File: config.mk
export PLATFORM = sky130hd
export DESIGN_NAME = avalon_framing_enforcer_flat
export DESIGN_NICKNAME = d
export VERILOG_FILES = /design/src/rtl/avalon_enforcer_pkg.sv /design/src/rtl/avalon_st_if.sv /design/src/rtl/avalon_st_pipe_stage.sv /design/src/rtl/avalon_framing_enforcer.sv /design/src/flat_wrapper.sv
export SDC_FILE = /design/constraint.sdc
export NUM_CORES = 1
export LEC_CHECK = 0
export CAP_MARGIN = 10
export CORE_ASPECT_RATIO = 0.5
export CORE_MARGIN = 2
export CORE_UTILIZATION = 40
export DETAILED_ROUTE_END_ITERATION = 12
export DONT_BUFFER_PORTS = 1
export PLACE_DENSITY_LB_ADDON = 0.25
export SLEW_MARGIN = 5
export SYNTH_ARGS = -nofsm -noshare
export SYNTH_HDL_FRONTEND = slang
export SYNTH_SLANG_ARGS = --single-unit
File: constraint.sdc
create_clock -name clk -period 4.3 [get_ports clk]
set_input_delay 0.43 -clock clk [delete_from_list [all_inputs] [get_ports clk]]
set_output_delay 0.43 -clock clk [all_outputs]
set_load 0.005 [all_outputs]
File: src/rtl/avalon_enforcer_pkg.sv
// Shared types and helpers for the Avalon-ST framing enforcer.
package avalon_enforcer_pkg;

  typedef enum logic [1:0] {
    IDLE   = 2'd0,
    IN_PKT = 2'd1,
    DROP   = 2'd2
  } enforcer_state_t;

  // A one-byte bus still carries a 1-bit empty field so the port never collapses to zero width.
  function automatic int empty_width(input int bytes);
    return (bytes > 1) ? $clog2(bytes) : 1;
  endfunction

endpackage

File: src/rtl/avalon_st_if.sv
// Avalon-ST stream bundle: data, valid, sop, eop, empty forward; rdy backward.
interface avalon_st_if #(
  parameter int DATA_WIDTH_IN_BYTES = 16
);
  localparam int EMPTY_W = avalon_enforcer_pkg::empty_width(DATA_WIDTH_IN_BYTES);

  logic [8*DATA_WIDTH_IN_BYTES-1:0] data;
  logic                             valid;
  logic                             sop;
  logic                             eop;
  logic [EMPTY_W-1:0]               empty;
  logic                             rdy;

  modport master (output data, valid, sop, eop, empty, input rdy);
  modport slave  (input data, valid, sop, eop, empty, output rdy);
endinterface

File: src/rtl/avalon_st_pipe_stage.sv
// One-deep registered Avalon-ST stage; accepts whenever the holding register is empty or draining.
module avalon_st_pipe_stage #(
  parameter int DATA_W  = 128,
  parameter int EMPTY_W = 4
) (
  input  logic               clk,
  input  logic               rst,
  input  logic               in_valid_i,
  input  logic [DATA_W-1:0]  in_data_i,
  input  logic               in_sop_i,
  input  logic               in_eop_i,
  input  logic [EMPTY_W-1:0] in_empty_i,
  output logic               in_rdy_o,
  output logic               out_valid_o,
  output logic [DATA_W-1:0]  out_data_o,
  output logic               out_sop_o,
  output logic               out_eop_o,
  output logic [EMPTY_W-1:0] out_empty_o,
  input  logic               out_rdy_i
);

  logic               valid_q;
  logic [DATA_W-1:0]  data_q;
  logic               sop_q;
  logic               eop_q;
  logic [EMPTY_W-1:0] empty_q;

  assign in_rdy_o = !valid_q || out_rdy_i;

  always_ff @(posedge clk) begin
    if (rst) begin
      valid_q <= 1'b0;
      data_q  <= '0;
      sop_q   <= 1'b0;
      eop_q   <= 1'b0;
      empty_q <= '0;
    end else if (in_rdy_o) begin
      valid_q <= in_valid_i;
      if (in_valid_i) begin
        data_q  <= in_data_i;
        sop_q   <= in_sop_i;
        eop_q   <= in_eop_i;
        empty_q <= in_empty_i;
      end
    end
  end

  assign out_valid_o = valid_q;
  assign out_data_o  = data_q;
  assign out_sop_o   = sop_q;
  assign out_eop_o   = eop_q;
  assign out_empty_o = empty_q;

endmodule

File: src/rtl/avalon_framing_enforcer.sv
// Repairs SOP/EOP/EMPTY framing of an untrusted Avalon-ST stream and reports every violation.
module avalon_framing_enforcer
  import avalon_enforcer_pkg::*;
#(
  parameter int DATA_WIDTH_IN_BYTES = 16,
  parameter int MAX_PKT_BEATS       = 64,
  parameter int ERR_CNT_WIDTH       = 16
) (
  input  logic                     clk,
  input  logic                     rst,
  avalon_st_if.slave               untrusted_msg,
  avalon_st_if.master              enforced_msg,
  output logic                     missing_sop_indi,
  output logic                     unexpected_sop_indi,
  output logic                     overlength_indi,
  output logic                     bad_empty_indi,
  output logic [ERR_CNT_WIDTH-1:0] err_cnt
);

  localparam int DATA_W  = 8 * DATA_WIDTH_IN_BYTES;
  localparam int EMPTY_W = empty_width(DATA_WIDTH_IN_BYTES);
  localparam int CNT_W   = $clog2(MAX_PKT_BEATS + 1);
  localparam logic [CNT_W-1:0] MAX_CNT = CNT_W'(MAX_PKT_BEATS);

  enforcer_state_t    state_q, state_d;
  logic [CNT_W-1:0]   beat_cnt_q, beat_cnt_d, beat_cnt_inc;
  logic               accept, fwd;
  logic               sop_r, eop_r;
  logic [EMPTY_W-1:0] empty_r;
  logic               miss_d, unexp_d, ovl_d, bad_d;
  logic               miss_q, unexp_q, ovl_q, bad_q;
  logic [ERR_CNT_WIDTH-1:0] err_q, err_d;
  logic [ERR_CNT_WIDTH:0]   err_sum;
  logic [2:0]               err_inc;

  assign accept       = untrusted_msg.valid && untrusted_msg.rdy;
  assign beat_cnt_inc = beat_cnt_q + 1'b1;

  always_comb begin
    state_d    = state_q;
    beat_cnt_d = beat_cnt_q;
    fwd        = 1'b0;
    sop_r      = untrusted_msg.sop;
    eop_r      = untrusted_msg.eop;
    empty_r    = untrusted_msg.empty;
    miss_d     = 1'b0;
    unexp_d    = 1'b0;
    ovl_d      = 1'b0;
    if (accept) begin
      case (state_q)
        IN_PKT: begin
          fwd = 1'b1;
          if (untrusted_msg.sop) begin
            // Close the open packet on this beat; its new payload is not trusted.
            sop_r      = 1'b0;
            eop_r      = 1'b1;
            empty_r    = '0;
            unexp_d    = 1'b1;
            beat_cnt_d = '0;
            state_d    = untrusted_msg.eop ? IDLE : DROP;
          end else if (untrusted_msg.eop) begin
            beat_cnt_d = '0;
            state_d    = IDLE;
          end else if (beat_cnt_inc == MAX_CNT) begin
            eop_r      = 1'b1;
            empty_r    = '0;
            ovl_d      = 1'b1;
            beat_cnt_d = '0;
            state_d    = DROP;
          end else begin
            beat_cnt_d = beat_cnt_inc;
          end
        end
        default: begin
          // IDLE and DROP both restart on sop; only IDLE flags a stray beat.
          if (untrusted_msg.sop) begin
            fwd = 1'b1;
            if (untrusted_msg.eop) begin
              beat_cnt_d = '0;
              state_d    = IDLE;
            end else begin
              beat_cnt_d = CNT_W'(1);
              state_d    = IN_PKT;
            end
          end else if (state_q == IDLE) begin
            miss_d = 1'b1;
          end else if (untrusted_msg.eop) begin
            state_d = IDLE;
          end
        end
      endcase
    end
    bad_d = fwd && !untrusted_msg.eop && (untrusted_msg.empty != '0);
    if (bad_d) empty_r = '0;
  end

  assign err_inc = {2'b00, miss_d} + {2'b00, unexp_d} + {2'b00, ovl_d} + {2'b00, bad_d};
  assign err_sum = {1'b0, err_q} + (ERR_CNT_WIDTH + 1)'(err_inc);
  assign err_d   = err_sum[ERR_CNT_WIDTH] ? '1 : err_sum[ERR_CNT_WIDTH-1:0];

  always_ff @(posedge clk) begin
    if (rst) begin
      state_q    <= IDLE;
      beat_cnt_q <= '0;
      miss_q     <= 1'b0;
      unexp_q    <= 1'b0;
      ovl_q      <= 1'b0;
      bad_q      <= 1'b0;
      err_q      <= '0;
    end else begin
      state_q    <= state_d;
      beat_cnt_q <= beat_cnt_d;
      miss_q     <= miss_d;
      unexp_q    <= unexp_d;
      ovl_q      <= ovl_d;
      bad_q      <= bad_d;
      err_q      <= err_d;
    end
  end

  avalon_st_pipe_stage #(
    .DATA_W  (DATA_W),
    .EMPTY_W (EMPTY_W)
  ) u_out_stage (
    .clk         (clk),
    .rst         (rst),
    .in_valid_i  (fwd),
    .in_data_i   (untrusted_msg.data),
    .in_sop_i    (sop_r),
    .in_eop_i    (eop_r),
    .in_empty_i  (empty_r),
    .in_rdy_o    (untrusted_msg.rdy),
    .out_valid_o (enforced_msg.valid),
    .out_data_o  (enforced_msg.data),
    .out_sop_o   (enforced_msg.sop),
    .out_eop_o   (enforced_msg.eop),
    .out_empty_o (enforced_msg.empty),
    .out_rdy_i   (enforced_msg.rdy)
  );

  assign missing_sop_indi    = miss_q;
  assign unexpected_sop_indi = unexp_q;
  assign overlength_indi     = ovl_q;
  assign bad_empty_indi      = bad_q;
  assign err_cnt             = err_q;

endmodule

File: src/flat_wrapper.sv
// flat-port wrapper written by rule: the top's interface ports become plain ports
module avalon_framing_enforcer_flat import avalon_enforcer_pkg::*;
#(
  parameter int DATA_WIDTH_IN_BYTES = 16,
  parameter int MAX_PKT_BEATS       = 64,
  parameter int ERR_CNT_WIDTH       = 16
)
  (clk, rst, missing_sop_indi, unexpected_sop_indi, overlength_indi, bad_empty_indi, err_cnt, untrusted_msg_data, untrusted_msg_valid, untrusted_msg_sop, untrusted_msg_eop, untrusted_msg_empty, untrusted_msg_rdy, enforced_msg_data, enforced_msg_valid, enforced_msg_sop, enforced_msg_eop, enforced_msg_empty, enforced_msg_rdy);
  avalon_st_if #(.DATA_WIDTH_IN_BYTES(DATA_WIDTH_IN_BYTES)) untrusted_msg_i ();
  avalon_st_if #(.DATA_WIDTH_IN_BYTES(DATA_WIDTH_IN_BYTES)) enforced_msg_i ();
  input  logic clk;
  input  logic rst;
  output logic missing_sop_indi;
  output logic unexpected_sop_indi;
  output logic overlength_indi;
  output logic bad_empty_indi;
  output logic [ERR_CNT_WIDTH-1:0] err_cnt;
  input wire logic [$bits(untrusted_msg_i.data)-1:0] untrusted_msg_data;
  input wire logic [$bits(untrusted_msg_i.valid)-1:0] untrusted_msg_valid;
  input wire logic [$bits(untrusted_msg_i.sop)-1:0] untrusted_msg_sop;
  input wire logic [$bits(untrusted_msg_i.eop)-1:0] untrusted_msg_eop;
  input wire logic [$bits(untrusted_msg_i.empty)-1:0] untrusted_msg_empty;
  output wire logic [$bits(untrusted_msg_i.rdy)-1:0] untrusted_msg_rdy;
  output wire logic [$bits(enforced_msg_i.data)-1:0] enforced_msg_data;
  output wire logic [$bits(enforced_msg_i.valid)-1:0] enforced_msg_valid;
  output wire logic [$bits(enforced_msg_i.sop)-1:0] enforced_msg_sop;
  output wire logic [$bits(enforced_msg_i.eop)-1:0] enforced_msg_eop;
  output wire logic [$bits(enforced_msg_i.empty)-1:0] enforced_msg_empty;
  input wire logic [$bits(enforced_msg_i.rdy)-1:0] enforced_msg_rdy;
  assign untrusted_msg_i.data = untrusted_msg_data;
  assign untrusted_msg_i.valid = untrusted_msg_valid;
  assign untrusted_msg_i.sop = untrusted_msg_sop;
  assign untrusted_msg_i.eop = untrusted_msg_eop;
  assign untrusted_msg_i.empty = untrusted_msg_empty;
  assign untrusted_msg_rdy = untrusted_msg_i.rdy;
  assign enforced_msg_data = enforced_msg_i.data;
  assign enforced_msg_valid = enforced_msg_i.valid;
  assign enforced_msg_sop = enforced_msg_i.sop;
  assign enforced_msg_eop = enforced_msg_i.eop;
  assign enforced_msg_empty = enforced_msg_i.empty;
  assign enforced_msg_i.rdy = enforced_msg_rdy;
  avalon_framing_enforcer #(.DATA_WIDTH_IN_BYTES(DATA_WIDTH_IN_BYTES), .MAX_PKT_BEATS(MAX_PKT_BEATS), .ERR_CNT_WIDTH(ERR_CNT_WIDTH)) u_core (.clk(clk), .rst(rst), .untrusted_msg(untrusted_msg_i), .enforced_msg(enforced_msg_i), .missing_sop_indi(missing_sop_indi), .unexpected_sop_indi(unexpected_sop_indi), .overlength_indi(overlength_indi), .bad_empty_indi(bad_empty_indi), .err_cnt(err_cnt));
endmodule
==> summary by stage, run 1 <==
Floorplanning
The placeable core region is 14700 µm². The number of rows in the core area is 31. The initial utilization of the core area, before any placement, comes to 41.7%. The die covers 16400 µm². In this run the horizontal extent of the chip is 179 µm.

The overall die height is 91.6 µm. The I/O pin count is 294.

Timing
The number of hold violations in the final report is 0. The clock skew is 0.00828 ns. Adding up every negative setup slack in the final design gives 0 ns. The worst path needs 4.01 ns of the cycle, external delays included.

Dividing the final minimum period by the clock period gives 93.2%. The number of failing setup endpoints in the final timing report is 0. Setup repair after global routing left no endpoint under its margin. For the pin with the worst max-slew slack, the measured transition is 0.857 ns. Headroom to the max-slew limit came out at 42.8%. Setup slack closes at 0.292 ns. The number of pins exceeding their max-slew limit in the final report is 0. Based on the critical path, the design can be clocked at up to 250 MHz.

Worst setup path
The terminus of the critical flop-to-flop path is u_core.err_cnt[7]$_SDFF_PP0_. The depth of the worst register-to-register path is 16. The startpoint kind of the worst setup timing path is a flop. At the worst endpoint, the required time is 4.63 ns.

The launching point of the worst reg2reg path is u_core.u_out_stage.out_valid_o$_SDFFE_PP0N_. The slack of the worst reg-to-reg path is 0.29 ns. Of all nets on the critical path, the largest fanout is 13. Data on the critical path arrives at its endpoint at 4.34 ns.

STA classifies the critical path endpoint as a flop. The classification of the worst setup path is reg2reg.

Power and ir drop
The clock network accounts for 46.6% of the total power. The worst vdd rail ir drop is 0.239 mV. The internal power of the cells totals 2.58 mW. Power spread over the standard cell area amounts to 497 nW/µm².

The net switching power of the design is 0.824 mW. In this run switching power makes up 24.2% of total power. The static leakage power is 2.47 nW. The combinational share of power is 4.9%. Sequential cells burn 48.5% of the power.

Clocking
In this run, CTS created clock tree buffers numbering 17. In this run the clock root is driven by a sky130_fd_sc_hd__clkbuf_16. The buffer depth of the longest clock path is 2. CTS built an H-tree with a depth of 4. The clock reaches the later pin of the worst-skew pair after 0.42 ns. Clock tree synthesis found a total of 164 sinks. The clock-pin slew of the registers on the worst-case setup and hold paths is 0.07 ns.

TritonCTS built the clock tree.

Hold path
The beginning of the worst hold path is rst. Counting instances, the worst hold path has a depth of 1. The worst hold-check path type is in2reg. The sink of the worst hold path is u_core.u_out_stage.out_data_o[80]$_SDFFE_PP0P_.

Route
Once detail routing completed, the nets flagged for antenna violations numbered 0. After detailed routing, the total wire length is 14800 µm. The number of vias in the routed layout is 5038. The length of the first detailed-routing pass in iterations is 5. The detailed router finished its first iteration with 246 violations.

Using the TritonRoute via totals, the vias-per-cell ratio works out to 5.30. Dividing the detail-routed wire length by the instance count gives 15.5 µm. For this run, design rule violations remaining after detail routing come to 0.

Final layout
The post-route netlist has 5.98% of its cells at a drive strength greater than 1. The final net count is 886. The layout-stage area growth over the synthesis result is 11.6%. The antenna diode count is 0. The filler cells instantiated in the layout total 1459.

Logic synthesis
The share of async-settable or async-resettable flops after synthesis is 0%. In the synthesized netlist, the number of instances is 765. After synthesis, flip-flops and latches occupy 53.5% of the total area. Yosys printed 0 warnings. Each instance of the synthesized netlist takes up on average 8.03 µm². After synthesis, the cell types taking the most area are sky130_fd_sc_hd__dfxtp_1, sky130_fd_sc_hd__nand2_1, sky130_fd_sc_hd__a21oi_1. The netlist uses 46 different library cells. Yosys instantiated no cell more often than sky130_fd_sc_hd__nand2_1.

The post-synthesis register bit count is 164. Among all flip-flop cells after synthesis, the most frequent one is sky130_fd_sc_hd__dfxtp_1. sky130_fd_sc_hd__dfxtp_1 takes more of the synthesized area than any other cell. In this run the biggest area consumer among cell types represents 53.5% of the synthesized area. Summing every instance area after synthesis gives 6140 µm². By count the netlist is led by sky130_fd_sc_hd__nand2_1, sky130_fd_sc_hd__dfxtp_1, sky130_fd_sc_hd__a21oi_1. The total nets after synthesis is 911.

Counting flops with a built-in enable in the synthesized netlist gives 0.

Placement
The number of buffers added on ports is 0. The pre-CTS setup slack is 0.226 ns. The placed wire-length estimate is 9980 µm.

The placer's final routability congestion estimate is 0.771.

Global route
Global routing consumed, over all layers together, 17.5% of the routing resources. The number of antenna violations at the first check in global routing is 0. The via count of the first global-routing pass is 4643. The total congestion overflow after global routing is 0. The global-route wire length before repair is 23100 µm. The pin count of the biggest net entering global routing is 165.

Flow run
The number of max-cap violations is 0.

Status
The flow ran to the end, and the final reports show no timing, DRC or antenna violations.
[power groups by stage]
stage / Sequential [mW] / Clock [mW] / Combinational, mW
floorplan: 1.67 / 0 / 0.164
global placement: 1.69 / 0 / 0.164
detailed placement: 1.69 / 0 / 0.169
CTS: 1.65 / 1.64 / 0.169
global route: 1.66 / 1.71 / 0.200
finish: 1.65 / 1.59 / 0.167
[state kept, by name, summed over array words and instances, names as in the netlist]
signal	flops
u_core.bad_empty_indi	1
u_core.u_out_stage.out_data_o	128
u_core.u_out_stage.out_valid_o	1
u_core.beat_cnt_q	7
u_core.u_out_stage.out_empty_o	4
u_core.missing_sop_indi	1
u_core.unexpected_sop_indi	1
u_core.overlength_indi	1
u_core.state_q	2
u_core.err_cnt	16
u_core.u_out_stage.out_eop_o	1
u_core.u_out_stage.out_sop_o	1
[metal layers]
metal  global-route usage [%]  part of all wire (%)
met1                     20.8                    40
met2                     29.1                    49
met3                     6.09                   8.8
met4                     6.99                   1.9
met5                        0                     0
[worst max-delay path, cell delays in order, from the launching register on]
cell and delay [ns]:
sky130_fd_sc_hd__dfxtp_1 0.42, sky130_fd_sc_hd__nor2b_2 0.32, sky130_fd_sc_hd__inv_1 0.15, sky130_fd_sc_hd__nand2_1 0.14, sky130_fd_sc_hd__nor3_1 0.07, sky130_fd_sc_hd__ha_1 0.31
sky130_fd_sc_hd__inv_1 0.07, sky130_fd_sc_hd__fa_1 0.41, sky130_fd_sc_hd__inv_1 0.07, sky130_fd_sc_hd__ha_1 0.18, sky130_fd_sc_hd__inv_1 0.06, sky130_fd_sc_hd__fa_1 0.40
sky130_fd_sc_hd__nor2b_1 0.26, sky130_fd_sc_hd__o2111ai_1 0.17, sky130_fd_sc_hd__or2_1 0.43, sky130_fd_sc_hd__and4_1 0.28, sky130_fd_sc_hd__a211oi_1 0.22
[metrics by stage]
stage | cells | cell area, µm² | hold slack (ns) | utilization, % | power, mW
3_5_place_dp | 919 | 6230 | 0.459 | 42.3 | 1.86
5_1_grt | 951 | 6850 | 0.0455 | 46.5 | 3.57
6_report | 951 | 6850 | 0.0849 | 46.5 | 3.41
3_3_place_gp | 919 | 6230 | 0.455 | 42.3 | 1.85
2_1_floorplan | 765 | 6140 | 0.448 | - | 1.83
4_1_cts | 951 | 6850 | 0.0562 | 46.5 | 3.46
[kinds of logic after synthesis]
| family | share of synthesized area, % |
|---|---|
| XOR/XNOR | 1.14 |
| flip-flops | 53.5 |
| AO/OA/AOI/OAI | 17.0 |
| buffers and inverters | 4.32 |
| adder cells (fa/ha/maj) | 1.87 |
| AND/OR/NAND/NOR | 22.2 |
[repair_timing]
item,in CTS,in global routing
buffers inserted,0,0
gates resized for setup,0,2
endpoints found under the setup margin,0,2
hold buffers,0,0
[layout by cell type, fill, tap and decap left out, types with 3 or more instances in the layout]
| master | netlist | routed |
|---|---|---|
| sky130_fd_sc_hd__nor3_1 | 7 | 6 |
| sky130_fd_sc_hd__bufinv_16 | 0 | 3 |
| sky130_fd_sc_hd__xor2_1 | 5 | 5 |
| sky130_fd_sc_hd__xnor2_1 | 3 | 3 |
| sky130_fd_sc_hd__clkbuf_16 | 0 | 17 |
| sky130_fd_sc_hd__a31oi_1 | 8 | 8 |
| sky130_fd_sc_hd__o21ai_0 | 6 | 6 |
| sky130_fd_sc_hd__nand3_1 | 6 | 6 |
| sky130_fd_sc_hd__inv_1 | 12 | 12 |
| sky130_fd_sc_hd__and3_1 | 5 | 5 |
| sky130_fd_sc_hd__a211oi_1 | 4 | 3 |
| sky130_fd_sc_hd__a21oi_1 | 153 | 153 |
| sky130_fd_sc_hd__inv_6 | 0 | 7 |
| sky130_fd_sc_hd__nor2b_1 | 4 | 3 |
| sky130_fd_sc_hd__nor2_1 | 17 | 17 |
| sky130_fd_sc_hd__nor4_1 | 6 | 6 |
| sky130_fd_sc_hd__ha_1 | 6 | 6 |
| sky130_fd_sc_hd__dfxtp_1 | 164 | 164 |
| sky130_fd_sc_hd__and4_1 | 4 | 4 |
| sky130_fd_sc_hd__buf_4 | 1 | 5 |
| sky130_fd_sc_hd__nand2_1 | 272 | 272 |
[layout make-up]
| type | instances | area (µm²) | share of cell area, % |
|---|---|---|---|
| clock inverters | 15 | 191 | 2.79 |
| flip-flops and latches | 164 | 3280 | 47.9 |
| well taps | 198 | 248 | 3.61 |
| clock buffers | 17 | 425 | 6.21 |
| repair buffers | 5 | 37.5 | 0.548 |
| multi-input cells | 539 | 2620 | 38.2 |
| inverters | 13 | 48.8 | 0.712 |
[worst max-delay path by stage]
stage                                                startpoint                       endpoint  depth (start not counted)
CTS                 u_core.u_out_stage.out_valid_o$_SDFFE_PP0N_  u_core.err_cnt[11]$_SDFF_PP0_                         16
floorplan                                     untrusted_msg_sop   u_core.err_cnt[7]$_SDFF_PP0_                         16
finish              u_core.u_out_stage.out_valid_o$_SDFFE_PP0N_   u_core.err_cnt[7]$_SDFF_PP0_                         16
global route        u_core.u_out_stage.out_valid_o$_SDFFE_PP0N_   u_core.err_cnt[7]$_SDFF_PP0_                         16
detailed placement  u_core.u_out_stage.out_valid_o$_SDFFE_PP0N_  u_core.err_cnt[11]$_SDFF_PP0_                         16
global placement    u_core.u_out_stage.out_valid_o$_SDFFE_PP0N_   u_core.err_cnt[7]$_SDFF_PP0_                         16
No activity file was read; power rests on OpenSTA's default activity.
==> run 2, diff against run 1 <==
--- a/config.mk
+++ b/config.mk
@@ -8,9 +8,10 @@
 export CAP_MARGIN = 10
 export CORE_ASPECT_RATIO = 0.5
 export CORE_MARGIN = 2
-export CORE_UTILIZATION = 40
+export CORE_UTILIZATION = 30
 export DETAILED_ROUTE_END_ITERATION = 12
 export DONT_BUFFER_PORTS = 1
+export MAX_ROUTING_LAYER = met4
 export PLACE_DENSITY_LB_ADDON = 0.25
 export SLEW_MARGIN = 5
 export SYNTH_ARGS = -nofsm -noshare
==> summary by stage, run 2 (synthesis results as in run 1) <==
Route
The length of routed met2 wiring is 8030 µm (+11%). The via density per instance came to 4.95 (-6.6%). The length of the first detailed-routing pass in iterations was 5 (unchanged). The DRC marker count from the first detailed-route iteration came to 346 (+41%). The post-route met1 wirelength came to 6630 µm (+11%). In this run the top signal layer used is met4. The post-route DRC violation count is 0 (unchanged). The wire length per cell after detailed routing was 15.8 µm (+1.9%). The detailed-routed wire length on met3 is 962 µm (-26%). The number of nets still failing antenna checks after routing is 0 (unchanged). The number of vias in the routed layout is 5049 (+0.22%). The routed wire length is 16100 µm (+9.3%).

Clocking
The clock-pin slew of the registers on the worst-case setup and hold paths is 0.06 ns (about the same). The buffer depth of the longest clock path is 2 (unchanged). The total setup buffers inserted after CTS is 0 (unchanged). TritonCTS built the clock tree. The clock latency of the later-clocked register in the worst-skew pair is 0.44 ns (+0.02 ns). Clock tree synthesis selected as its root buffer the cell sky130_fd_sc_hd__clkbuf_16. The clock sink count is 164 (unchanged).

The H-tree depth came to 4 (unchanged). The number of buffers created by CTS is 17 (unchanged).

Timing
The number of hold violations in the final report is 0 (unchanged). The time the final worst path needs with I/O delays and setup was 3.93 ns (-0.0744 ns). The slew of the pin with the lowest slew margin is 1.08 ns (+0.219 ns). Setup repair after global routing left no endpoint under its margin. The relative max-transition margin was 27.9% (-15 points).

The final critical-path share of the clock period came to 91.5% (-1.7 points). The setup TNS is 0 ns (unchanged). The number of failing setup endpoints in the final timing report is 0 (unchanged). The number of pins exceeding their max-slew limit in the final report is 0 (unchanged). The slack of the critical path came to 0.366 ns (+0.0744 ns).

The clock skew is 0.00522 ns (-0.00306 ns). The maximum clock rate came to 254 MHz (+1.9%).

Placement
The total placed instance area is 6340 µm² (+1.8%). The placed wire-length estimate is 11000 µm (+10%). The number of buffers added on ports was 0 (unchanged). The instance count after placement with tap cells included was 989 (+7.6%).

The placer's final routability congestion estimate is 0.773 (+0.26%). The pre-CTS setup slack is 0.193 ns (-0.0333 ns).

Final layout
The top cell types in the final layout, fill and taps aside, are sky130_fd_sc_hd__nand2_1, sky130_fd_sc_hd__dfxtp_1, sky130_fd_sc_hd__a21oi_1, sky130_fd_sc_hd__nor2_1, sky130_fd_sc_hd__clkbuf_16. The final net count is 888 (+0.23%). The share of final-layout standard cells stronger than drive strength 1 is 5.97% (-0.0079 points). The layout-stage area growth over the synthesis result is 13.6%. The count of non-filler cells in the finished layout came to 1020 (+7.3%). The area of combinational cells with multiple inputs is 2620 µm² (-0.19%). The area occupied by registers is 3280 µm² (unchanged). The final standard cell area without fillers was 6980 µm² (+1.8%). The final-layout fill cell count is 2047 (+40%). The number of flip-flops under the largest register name is 128 (unchanged). The antenna diode count was 0 (unchanged).

Leaving out fill and tap cells, the most frequent cell in the layout is sky130_fd_sc_hd__nand2_1.

Status
The flow ran to the end, and the final reports show no timing, DRC or antenna violations.

Worst setup path
The terminus of the critical flop-to-flop path is u_core.err_cnt[7]$_SDFF_PP0_. The arrival time reported for the critical path endpoint is 4.29 ns (-0.05 ns). The worst setup path endpoint is u_core.err_cnt[7]$_SDFF_PP0_. The slack of the worst reg-to-reg path is 0.37 ns (+0.07 ns). The depth of the worst register-to-register path was 16 (unchanged). The beginning of the critical path is u_core.u_out_stage.out_valid_o$_SDFFE_PP0N_. The data required time at the worst endpoint is 4.66 ns (+0.03 ns). By startpoint and endpoint, the worst setup path is classified as reg2reg.

STA classifies the critical path startpoint as a flop. The launching point of the worst reg2reg path is u_core.u_out_stage.out_valid_o$_SDFFE_PP0N_. The nature of the critical path endpoint is a flop. The maximum fanout along the worst path is 10 (-3).

Floorplanning
The initial core utilization is 31.1% (-11 points). The I/O pin count is 294 (unchanged). The number of rows in the core area is 36 (+16%). The area enclosed by the die boundary was 21700 µm² (+32%). The width of the chip is 206 µm (+15%).

The placeable core region is 19800 µm² (+34%). The overall die height is 105 µm (+15%).

Power and ir drop
The internal power consumption was 2.65 mW (+2.7%). The part of the power in registers is 47.9% (-0.6 points). The power per unit of standard cell area is 495 nW/µm² (-0.40%). The combinational share of power is 5.0% (about the same). The clock network power share is 47.2% (+0.6 points). The worst vdd rail ir drop came to 0.225 mV (-6.1%). The net switching share of the total power was 23.2% (-1.0 points). The net switching power of the design is 0.801 mW (-2.8%). The static leakage power is 2.49 nW (+0.81%).

Global route
The number of antenna violations at the first check in global routing is 0 (unchanged). The total routing usage reported by global routing is 15.1% (-2.4 points). The pin count of the biggest net entering global routing is 165 (unchanged). The total congestion overflow after global routing is 0 (unchanged).

The via count of the first global-routing pass is 4705 (+1.3%). The global-route wire length before repair is 24800 µm (+7.5%).

Hold path
The worst hold-check path type is in2reg.

Flow run
The number of max-cap violations is 0 (unchanged).
==> run 2: area by class of cell <==
| class | instances | share of cell area (%) |
|---|---|---|
| clock buffer | 19 | 6.49 |
| clock inverter | 12 | 2.58 |
| inverter | 13 | 0.699 |
| multi-input combinational | 539 | 37.5 |
| sequential | 164 | 47.1 |
| tap | 266 | 4.77 |
| timing repair buffer | 7 | 0.932 |
==> run 2: worst max-delay path, stage by stage (launching register included) <==
cell	delay, ns
sky130_fd_sc_hd__dfxtp_1	0.32
sky130_fd_sc_hd__nor2b_2	0.19
sky130_fd_sc_hd__inv_1	0.13
sky130_fd_sc_hd__nand2_1	0.20
sky130_fd_sc_hd__nor4_1	0.28
sky130_fd_sc_hd__ha_1	0.29
sky130_fd_sc_hd__inv_1	0.07
sky130_fd_sc_hd__fa_1	0.42
sky130_fd_sc_hd__inv_1	0.07
sky130_fd_sc_hd__ha_1	0.16
sky130_fd_sc_hd__inv_1	0.06
sky130_fd_sc_hd__fa_1	0.39
sky130_fd_sc_hd__nor2b_1	0.24
sky130_fd_sc_hd__o2111ai_1	0.16
sky130_fd_sc_hd__or2_1	0.41
sky130_fd_sc_hd__and4_1	0.27
sky130_fd_sc_hd__a211oi_1	0.21
==> run 2: repair_timing <==
item | in CTS | in global routing
gates resized for setup | 0 | 1
endpoints found under the setup margin | 0 | 2
hold buffers | 0 | 0
==> run 2: stage by stage <==
step	total power, mW	utilization, %	hold WS, ns
finish	3.45	35.3	0.0635
global route	3.60	35.3	0.0428
CTS	3.51	35.3	0.0298
detailed placement	1.86	32.1	0.460
global placement	1.86	32.1	0.456
floorplan	1.83	-	0.448
==> run 2: power by group through the flow <==
stage,Sequential [mW],Clock (mW),Combinational [mW]
finish,1.65,1.63,0.172
global route,1.66,1.74,0.202
CTS,1.66,1.68,0.175
detailed placement,1.69,0,0.174
global placement,1.69,0,0.168
floorplan,1.67,0,0.164
==> run 2: worst min path at each step <==
| stage | depth (start not counted) | slack [ns] | end | startpoint |
|---|---|---|---|---|
| detailed placement | 2 | 0.46 | u_core.u_out_stage.out_data_o[0]$_SDFFE_PP0P_ | u_core.u_out_stage.out_data_o[0]$_SDFFE_PP0P_ |
| global route | 1 | 0.04 | u_core.u_out_stage.out_data_o[43]$_SDFFE_PP0P_ | rst |
| global placement | 2 | 0.46 | u_core.u_out_stage.out_data_o[4]$_SDFFE_PP0P_ | u_core.u_out_stage.out_data_o[4]$_SDFFE_PP0P_ |
| floorplan | 2 | 0.45 | u_core.u_out_stage.out_empty_o[1]$_SDFFE_PP0P_ | u_core.u_out_stage.out_empty_o[1]$_SDFFE_PP0P_ |
| finish | 1 | 0.06 | u_core.u_out_stage.out_data_o[44]$_SDFFE_PP0P_ | rst |
| CTS | 1 | 0.03 | u_core.u_out_stage.out_data_o[44]$_SDFFE_PP0P_ | rst |
==> run 2: per-layer routing <==
layer	vias up	global-route usage (%)
li1	2491	-
met4	0	8.98
met1	2359	16.4
met3	38	4.43
met5	-	-
met2	161	24.5
==> run 3, diff against run 2 <==
--- a/config.mk
+++ b/config.mk
@@ -8,7 +8,7 @@
 export CAP_MARGIN = 10
 export CORE_ASPECT_RATIO = 0.5
 export CORE_MARGIN = 2
-export CORE_UTILIZATION = 30
+export CORE_UTILIZATION = 25
 export DETAILED_ROUTE_END_ITERATION = 12
 export DONT_BUFFER_PORTS = 1
 export MAX_ROUTING_LAYER = met4
==> summary by stage, run 3 (synthesis results as in run 1) <==
Placement
The number of buffers added on ports came to 0 (unchanged). The total placed instance area came to 6410 µm² (+1.1%). The placer's final routability congestion estimate was 0.803 (+3.9%). The pre-CTS setup slack is 0.273 ns (+0.0796 ns). The placed wire-length estimate came to 11500 µm (+4.7%).

Route
The DRC marker count from the first detailed-route iteration is 346 (unchanged). The wire length per cell after detailed routing is 15.4 µm (-2.4%). The number of vias in the routed layout is 4975 (-1.5%). The number of nets still failing antenna checks after routing is 0 (unchanged).

The post-route DRC violation count is 0 (unchanged). The routed wire length is 16800 µm (+4.3%). The via density per instance was 4.56 (-7.8%). The length of the first detailed-routing pass in iterations is 4 (-1).

Worst setup path
The maximum fanout along the worst path was 13 (+3). On the critical path, the stage with the largest delay is an instance of sky130_fd_sc_hd__fa_1. The classification of the worst setup path is reg2reg.

The nature of the critical path endpoint is a flop. The startpoint kind of the worst setup timing path is a flop. The arrival time reported for the critical path endpoint came to 4.26 ns (-0.03 ns). The slack of the worst reg-to-reg path is 0.38 ns (+0.02 ns). The signal on the critical path passes through and3_1, a311oi_1, o2111ai_1, nand2b_1, fa_1, inv_1, ha_1, inv_1, fa_1, nor2b_1, o2111ai_1, or2_2, and4_1, a211oi_1. The biggest cell delay along the critical path is 0.46 ns (+0.04 ns). The data required time at the worst endpoint was 4.65 ns (about the same). The kind of cell with the highest combined delay along the critical path is simple AND/OR/NAND/NOR gates. The total buffers and inverters traversed by the critical path is 2 (-2).

Power and ir drop
The clock network power share came to 43.9% (-3.3 points). The worst vdd rail ir drop is 0.253 mV (+12%). The part of the power in registers is 50.9% (+3.0 points). The static leakage power is 2.43 nW (-2.4%). The net switching share of the total power is 25.0% (+1.8 points). The combinational share of power came to 5.3% (+0.3 points). The internal power consumption was 2.44 mW (-8.1%).

The net switching power of the design was 0.812 mW (+1.5%). The power per unit of standard cell area is 467 nW/µm² (-5.7%).

Clocking
The number of buffers created by CTS is 17 (unchanged). The buffer cell driving the clock tree root is sky130_fd_sc_hd__clkbuf_16. The clock latency of the later-clocked register in the worst-skew pair came to 0.44 ns (about the same). The total setup buffers inserted after CTS is 0 (unchanged). The CTS tree is built.

The buffer depth of the longest clock path is 2 (unchanged). The clock sink count is 164 (unchanged). The number of hold-repair buffers added at the cts stage is 0 (unchanged). The clock-pin slew of the registers on the worst-case setup and hold paths is 0.07 ns (about the same). The H-tree depth is 4 (unchanged).

Global route
The via count of the first global-routing pass came to 4501 (-4.3%). The number of antenna violations at the first check in global routing is 0 (unchanged). The global-route wire length before repair came to 25000 µm (+0.67%). The total congestion overflow after global routing is 0 (unchanged).

The total routing usage reported by global routing is 12.9% (-2.2 points). The pin count of the biggest net entering global routing is 165 (unchanged).

Timing
The number of pins exceeding their max-slew limit in the final report is 0 (unchanged). The slew of the pin with the lowest slew margin came to 0.847 ns (-0.230 ns). The final critical-path share of the clock period was 91.1% (-0.41 points). The number of hold violations in the final report is 0 (unchanged).

The clock skew was 0.00805 ns (+0.00284 ns). The number of failing setup endpoints in the final timing report is 0 (unchanged). The maximum clock rate came to 255 MHz (+0.45%). The slack of the critical path is 0.384 ns (+0.0176 ns). Setup repair after global routing left no endpoint under its margin. The setup TNS is 0 ns (unchanged). The relative max-transition margin is 43.5% (+16 points). The time the final worst path needs with I/O delays and setup is 3.92 ns (-0.0176 ns).

Final layout
The layout-stage area growth over the synthesis result is 13.3%. The antenna diode count was 0 (unchanged). The most common cell after layout, fill and taps aside is sky130_fd_sc_hd__nand2_1. The library cells used most frequently in the layout, excluding fill and tap cells, are sky130_fd_sc_hd__nand2_1, sky130_fd_sc_hd__dfxtp_1, sky130_fd_sc_hd__a21oi_1, sky130_fd_sc_hd__nor2_1, sky130_fd_sc_hd__clkbuf_16. The number of flip-flops under the largest register name came to 128 (unchanged). The share of final-layout standard cells stronger than drive strength 1 came to 5.84% (-0.13 points). The final net count is 887 (-0.11%).

The final standard cell area without fillers is 6960 µm² (-0.25%).

Hold path
In this run the worst hold path is classified as in2reg.

Floorplanning
The initial core utilization is 25.5% (-5.5 points). The number of rows in the core area is 40 (+11%). The area enclosed by the die boundary is 25900 µm² (+19%). The placeable core region is 24100 µm² (+22%).

The overall die height is 115 µm (+9.2%). The width of the chip is 226 µm (+9.4%). The I/O pin count is 294 (unchanged).

Flow run
The number of max-cap violations is 0 (unchanged).

Status
The run finished with clean final reports.
run 3: cell count changes in the layout (fill, tap and decap cells not counted), sizes merged:
cell / before / now
buf: 7 / 6
bufinv: 4 / 0
clkbuf: 19 / 22
clkinv: 6 / 3
clkinvlp: 2 / 5
inv: 13 / 15
run 3: timing repair:
item / in CTS / in global routing
setup endpoints to repair: 0 / 2
gates resized for setup: 0 / 2
endpoints found under the hold margin: 0 / 0
run 3: power by group through the flow:
stage / Combinational, mW / Sequential, mW / Clock, mW
3_3_place_gp: 0.168 / 1.69 / 0
6_report: 0.171 / 1.65 / 1.43
4_1_cts: 0.174 / 1.66 / 1.48
5_1_grt: 0.200 / 1.66 / 1.55
3_5_place_dp: 0.174 / 1.69 / 0
2_1_floorplan: 0.164 / 1.67 / 0
run 3: cell type report:
cell class	count	area, µm²
Clock buffer	22	474
Clock inverter	10	73.8
Fill cell	2586	17100
Inverter	13	48.8
Multi-Input combinational cell	539	2620
Sequential cell	164	3280
Tap cell	336	420
Timing Repair Buffer	6	45.0
run 3: path summary, 6_finish.rpt:
kind                                                  startpoint                                             end  depth (start not counted)
setup / recovery               u_core.beat_cnt_q[1]$_SDFFE_PP0P_                    u_core.err_cnt[7]$_SDFF_PP0_                         14
hold / removal                                               rst  u_core.u_out_stage.out_data_o[82]$_SDFFE_PP0P_                          1
setup reg to reg               u_core.beat_cnt_q[1]$_SDFFE_PP0P_                    u_core.err_cnt[7]$_SDFF_PP0_                         14
hold reg to reg   u_core.u_out_stage.out_data_o[82]$_SDFFE_PP0P_  u_core.u_out_stage.out_data_o[82]$_SDFFE_PP0P_                          2
run 3: through the flow:
step	instances	hold WS [ns]	util (%)	total power, mW
final	1090	0.0657	28.9	3.25
after global routing	1090	0.0316	28.9	3.41
after CTS	1090	0.0277	28.9	3.31
after detailed placement	1058	0.463	26.6	1.87
after global placement	1058	0.457	26.6	1.86
after floorplan	765	0.448	-	1.83
run 3: worst register-to-register path, cell delays in order, from the launching register on:
cell                        delay [ns]
sky130_fd_sc_hd__dfxtp_1          0.36
sky130_fd_sc_hd__and3_1           0.20
sky130_fd_sc_hd__a311oi_1         0.28
sky130_fd_sc_hd__o2111ai_1        0.24
sky130_fd_sc_hd__nand2b_1         0.26
sky130_fd_sc_hd__fa_1             0.46
sky130_fd_sc_hd__inv_1            0.08
sky130_fd_sc_hd__ha_1             0.17
sky130_fd_sc_hd__inv_1            0.05
sky130_fd_sc_hd__fa_1             0.40
sky130_fd_sc_hd__nor2b_1          0.24
sky130_fd_sc_hd__o2111ai_1        0.16
sky130_fd_sc_hd__or2_2            0.45
sky130_fd_sc_hd__and4_1           0.24
sky130_fd_sc_hd__a211oi_1         0.21
run 3: metal layers:
metal / GRT usage, % / wire [µm] / vias up
li1: - / - / 2496
met1: 14.1 / 7050 / 2360
met2: 21.4 / 8720 / 96
met3: 4.40 / 721 / 23
met4: 5.61 / 347 / 0
met5: - / 0 / -
